--- config.mk ---
export PLATFORM = sky130hd
export DESIGN_NAME = simon32_iter_ctrl
export DESIGN_NICKNAME = d
export VERILOG_FILES = /design/src/rtl/simon_pkg.sv /design/src/rtl/sigle_block.sv /design/src/rtl/simon32_key_step.sv /design/src/rtl/simon32_iter_ctrl.sv
export SDC_FILE = /design/constraint.sdc
export NUM_CORES = 1
export LEC_CHECK = 0
export CORE_MARGIN = 3
export CORE_UTILIZATION = 27
export CTS_CLUSTER_SIZE = 20
export DETAILED_ROUTE_END_ITERATION = 7
export PLACE_DENSITY_LB_ADDON = 0.2
export SYNTH_ARGS = -nofsm -noshare
export SYNTH_HDL_FRONTEND = slang
export SYNTH_SLANG_ARGS = --single-unit
--- constraint.sdc ---
create_clock -name clk -period 3 [get_ports clk]
set_input_delay 0.45 -clock clk [delete_from_list [all_inputs] [get_ports clk]]
set_output_delay 0.45 -clock clk [all_outputs]
set_load 0.005 [all_outputs]
--- src/rtl/simon_pkg.sv ---
// Shared types and constants for the Simon32/64 iterative engine.
package simon_pkg;

    localparam int WORD_W  = 16;
    localparam int BLOCK_W = 32;
    localparam int KEY_W   = 64;

    // Leftmost bit is sequence index 0, so index i lives at bit 61-i.
    localparam logic [61:0] Z0 =
        62'b11111010001001010110000111001101111101000100101011000011100110;

    localparam logic [WORD_W-1:0] KEY_C = 16'hFFFC;

    typedef enum logic [1:0] {
        IDLE,
        RUN,
        DONE
    } state_t;

    function automatic logic z0_bit(input logic [5:0] idx);
        return Z0[6'd61 - idx];
    endfunction

endpackage

--- src/rtl/sigle_block.sv ---
// One combinational Simon32 Feistel round: x' = f(x) ^ y ^ k, y' = x.
module sigle_block
    import simon_pkg::*;
(
    input  logic [WORD_W-1:0] in_high,
    input  logic [WORD_W-1:0] in_low,
    input  logic [WORD_W-1:0] in_key,
    output logic [WORD_W-1:0] out_high,
    output logic [WORD_W-1:0] out_low
);

    logic [WORD_W-1:0] rot1;
    logic [WORD_W-1:0] rot2;
    logic [WORD_W-1:0] rot8;

    assign rot1 = {in_high[14:0], in_high[15]};
    assign rot2 = {in_high[13:0], in_high[15:14]};
    assign rot8 = {in_high[7:0],  in_high[15:8]};

    assign out_high = (rot1 & rot8) ^ rot2 ^ in_low ^ in_key;
    assign out_low  = in_high;

endmodule

--- src/rtl/simon32_key_step.sv ---
// Simon32/64 (m = 4) key-schedule step producing the next round-key word.
module simon32_key_step
    import simon_pkg::*;
(
    input  logic [WORD_W-1:0] kq0,
    input  logic [WORD_W-1:0] kq1,
    input  logic [WORD_W-1:0] kq3,
    input  logic              z_bit,
    output logic [WORD_W-1:0] key_next
);

    logic [WORD_W-1:0] t_a;
    logic [WORD_W-1:0] t_b;

    assign t_a = {kq3[2:0], kq3[15:3]} ^ kq1;
    assign t_b = t_a ^ {t_a[0], t_a[15:1]};

    // KEY_C ^ kq0 equals ~kq0 ^ 3.
    assign key_next = KEY_C ^ kq0 ^ t_b ^ {{(WORD_W-1){1'b0}}, z_bit};

endmodule

--- src/rtl/simon32_iter_ctrl.sv ---
// Iterative Simon32/64 encryption engine: one round per cycle, key expanded on the fly.
module simon32_iter_ctrl
    import simon_pkg::*;
#(
    parameter int ROUNDS = 32,
    parameter int CNT_W  = 6
) (
    input  logic                 clk,
    input  logic                 rst_n,
    input  logic                 in_valid,
    output logic                 in_ready,
    input  logic [BLOCK_W-1:0]   in_pt,
    input  logic [KEY_W-1:0]     in_key,
    output logic                 out_valid,
    input  logic                 out_ready,
    output logic [BLOCK_W-1:0]   out_ct,
    output logic                 busy
);

    state_t                      state;
    logic [CNT_W-1:0]            cnt;
    logic [WORD_W-1:0]           x_q;
    logic [WORD_W-1:0]           y_q;
    logic [3:0][WORD_W-1:0]      kq;
    logic [WORD_W-1:0]           round_x;
    logic [WORD_W-1:0]           round_y;
    logic [WORD_W-1:0]           key_next;
    logic                        z_bit;
    logic                        last_round;
    logic                        accept;

    sigle_block u_round (
        .in_high  (x_q),
        .in_low   (y_q),
        .in_key   (kq[0]),
        .out_high (round_x),
        .out_low  (round_y)
    );

    simon32_key_step u_key_step (
        .kq0      (kq[0]),
        .kq1      (kq[1]),
        .kq3      (kq[3]),
        .z_bit    (z_bit),
        .key_next (key_next)
    );

    assign z_bit      = z0_bit(6'(cnt));
    assign last_round = (cnt == CNT_W'(ROUNDS - 1));

    // DONE passes out_ready through so a waiting request loads as the result leaves.
    assign in_ready = (state == IDLE) || ((state == DONE) && out_ready);
    assign accept   = in_valid && in_ready;
    assign out_ct   = {x_q, y_q};

    always_ff @(posedge clk or negedge rst_n) begin
        if (!rst_n) begin
            state     <= IDLE;
            cnt       <= '0;
            x_q       <= '0;
            y_q       <= '0;
            kq        <= '0;
            out_valid <= 1'b0;
            busy      <= 1'b0;
        end else if (accept) begin
            x_q       <= in_pt[31:16];
            y_q       <= in_pt[15:0];
            kq        <= in_key;
            cnt       <= '0;
            state     <= RUN;
            busy      <= 1'b1;
            out_valid <= 1'b0;
        end else begin
            case (state)
                RUN: begin
                    x_q <= round_x;
                    y_q <= round_y;
                    kq  <= {key_next, kq[3:1]};
                    cnt <= cnt + 1'b1;
                    if (last_round) begin
                        state     <= DONE;
                        out_valid <= 1'b1;
                        busy      <= 1'b0;
                    end
                end
                DONE: begin
                    if (out_ready) begin
                        state     <= IDLE;
                        out_valid <= 1'b0;
                    end
                end
                default: begin
                    state <= IDLE;
                end
            endcase
        end
    end

endmodule

==> metrics.md <==
| Metric | Value |
|---|---|
| CTS tree | `yes` |
| HPWL after DPL | `12,400 µm` |
| First-pass GRT wire length | `26,800 µm` |
| Max Slew Vio Count | `0` |
| Global router's overall resource usage | `15.2%` |
| Core ar. | `20,400 µm²` |
| Reg clk slew, reported paths | `0.07 ns` |
| Most used DFF post-synth | `dfrtp_1` |
| Post-Synthesis Cell Area | `5620 µm²` |
| Worst R2R Start | `cnt[1]` |
| R2R cell count | `6` |
| # nets final | `815` |
| # diodes | `0` |
| Hold Buf Count CTS | `0` |
| Layout cells sized above 1 | `4.49%` |
| Cell area power density | `1360 nW/µm²` |
| RSZ-0062 raised after global routing | `no` |
| Num CTS Buffers | `9` |
| Period Utilization, post-route | `80.1%` |
| Slowest CP cell | `ha_1` |
| Tmin final | `2.40 ns` |
| Slew @ Worst Pin | `1.03 ns` |
| Asr flop ratio synth | `100%` |
| Number of synthesized flops with an enable pin | `0` |
| Root Buffer | `clkbuf_16` |
| Skew-Pair Late Insertion Delay | `0.36 ns` |
| DIE WIDTH | `150 µm` |
| Pleak | `0.00331 µW` |
| TritonRoute pass-1 iters | `5` |
| Remaining Overflow, GRT | `0` |
| Worst path max stage delay | `0.51 ns` |
| Buf/Inv on CP | `0` |
| Cell Rows | `52` |
| Clk buf depth | `2` |
| Initial antenna violation count | `1` |
| Die Span Y | `150 µm` |
| DRC | `0` |
| Ports | `135` |
| Reg2reg setup slack | `0.60 ns` |
| Synth Register Bits | `106` |
| Arr. time, crit path | `2.59 ns` |
| Hold Crit Class | `input port to async pin` |
| Mapped Avg Cell Area | `9.58 µm²` |
| Wire length per cell | `17.3 µm` |
| F_max | `416 MHz` |
| Startpoint types | `flip-flop` |
| Final setup viols | `0` |
| Sink Count | `106` |
| CP cell instances | `ha_1, mux2_1, mux4_2, mux2i_1, xnor2_1, o22ai_1` |
| H-tree Lvls | `3` |
| Critical path type | `flip-flop to flip-flop` |
| Via density | `4.75` |
| Synthesis Warnings | `0` |
| Peak supply drop | `456 µV` |
| Final Hold Fails | `0` |
| Drt initial violations | `297` |
| Vias in the first global route | `4,680` |
| Layout area overhead | `35.3%` |
| Post-Syn Instances | `587` |
| Slew headroom | `31.1%` |
| Cell family with most CP delay | `multiplexers` |
| Vias | `4,660` |
| CP required | `3.19 ns` |
| Cells after DPL | `966` |
| Synth cell types | `28` |
| CP endpoint kind | `flip-flop` |
| Reg2Reg Capture Point | `kq[48]` |
| PortBufs | `134` |
| Final non-filler cell total | `982` |
| Largest net degree at the start of global routing | `84` |
| Fillers | `2,023` |
| # Max-Cap Violations | `0` |
| Sequential share of the synthesized area | `47.2%` |
| CTS resizes | `0` |
| Post-CTS setup repair buffer count | `0` |
| Clk_skew | `0.0128 ns` |
| Antenna Nets Post-Route | `0` |
| Net Count, Synth | `695` |
| GP Congestion | `0.802` |
| Max FO, Critical Path | `8` |
| Initial Util | `27.6%` |
| Fin Setup TNS | `0 ns` |
| Die area | `22,600 µm²` |
| Status | `completed` |
| Post-Route WL | `16,900 µm` |
cell usage in the layout (no fill, tap or decap), drive strengths merged, types with 3 or more instances in the layout:
cell           count
nand2            167
clkdlybuf4s50    133
dfrtp            106
a22oi             81
xnor2             68
xor2              35
o21ai             35
mux2i             16
nor2              12
clkbuf            11
buf               11
ha                 8
a21oi              3
nand3              3
bufinv             3
mux2               3
power breakdown:
part / switching (µW) / internal (µW)
clock network: 558 / 817
registers: 965 / 2270
logic: 2760 / 2990
total: 4280 / 6080
per-stage QoR:
| step | area (µm²) | hold slack, ns | setup slack, ns | power [µW] | utilization [%] |
|---|---|---|---|---|---|
| detailed placement | 7270 | 0.464 | 0.588 | 9080 | 35.7 |
| floorplan | 5620 | 0.154 | 0.883 | 7300 | - |
| global route | 7600 | 0.169 | 0.508 | 11300 | 37.3 |
| CTS | 7600 | 0.151 | 0.591 | 10500 | 37.3 |
| finish | 7600 | 0.124 | 0.598 | 10400 | 37.3 |
| global placement | 7270 | 0.461 | 0.635 | 8930 | 35.7 |
layer usage:
metal	vias to the layer above	global-route usage (%)	part of all wire, %
li1	2235	-	-
met1	2237	22.4	48
met2	168	22.0	43
met3	18	3.82	7.4
met4	2	4.21	1.4
met5	-	0	0.053
cell families after synthesis:
logic type	share of synthesized area, %
AO/OA/AOI/OAI	14.7
flip-flops	47.2
multiplexers	4.32
AND/OR/NAND/NOR	13.0
XOR/XNOR	16.0
buffers and inverters	2.96
adder cells (fa/ha/maj)	1.78
Yosys cell counts, drive strengths merged, types with 2 or more instances:
library cell	n	area [µm²]
nor2b	2	12.5
clkbuf	18	67.6
xnor2	68	596
dfrtp	106	2650
inv	2	7.51
nand2	167	627
mux4	2	45.0
buf	17	91.3
nand3	3	15.0
o31ai	2	15.0
ha	8	100
a21oi	3	15.0
nand4	2	12.5
nor2	12	45.0
xor2	35	307
mux2i	16	160
o21ai	35	175
mux2	3	37.5
a22oi	81	608
worst max-delay path by stage:
stage	startpoint	endpoint	depth (start not counted)
finish	cnt[1]	kq[48]	6
global route	cnt[1]	kq[48]	6
CTS	cnt[1]	kq[48]	6
detailed placement	out_ready	x_q[6]	8
global placement	cnt[1]	kq[48]	6
floorplan	cnt[1]	kq[48]	7
state kept, by name, indices dropped and copies added (netlist names):
signal and cells:
busy 1, cnt 6, kq 64, out_valid 1
state 2, x_q 16, y_q 16
area by class of cell:
class	count	area, µm²	share of cell area (%)
well taps	270	338	4.44
clock buffers	11	233	3.06
repair buffers	144	1450	19.1
multi-input cells	444	2820	37.1
flip-flops and latches	106	2650	34.9
clock inverters	5	103	1.35
inverters	2	7.51	0.0987
Note: power is estimated with default switching activity, not from simulation.
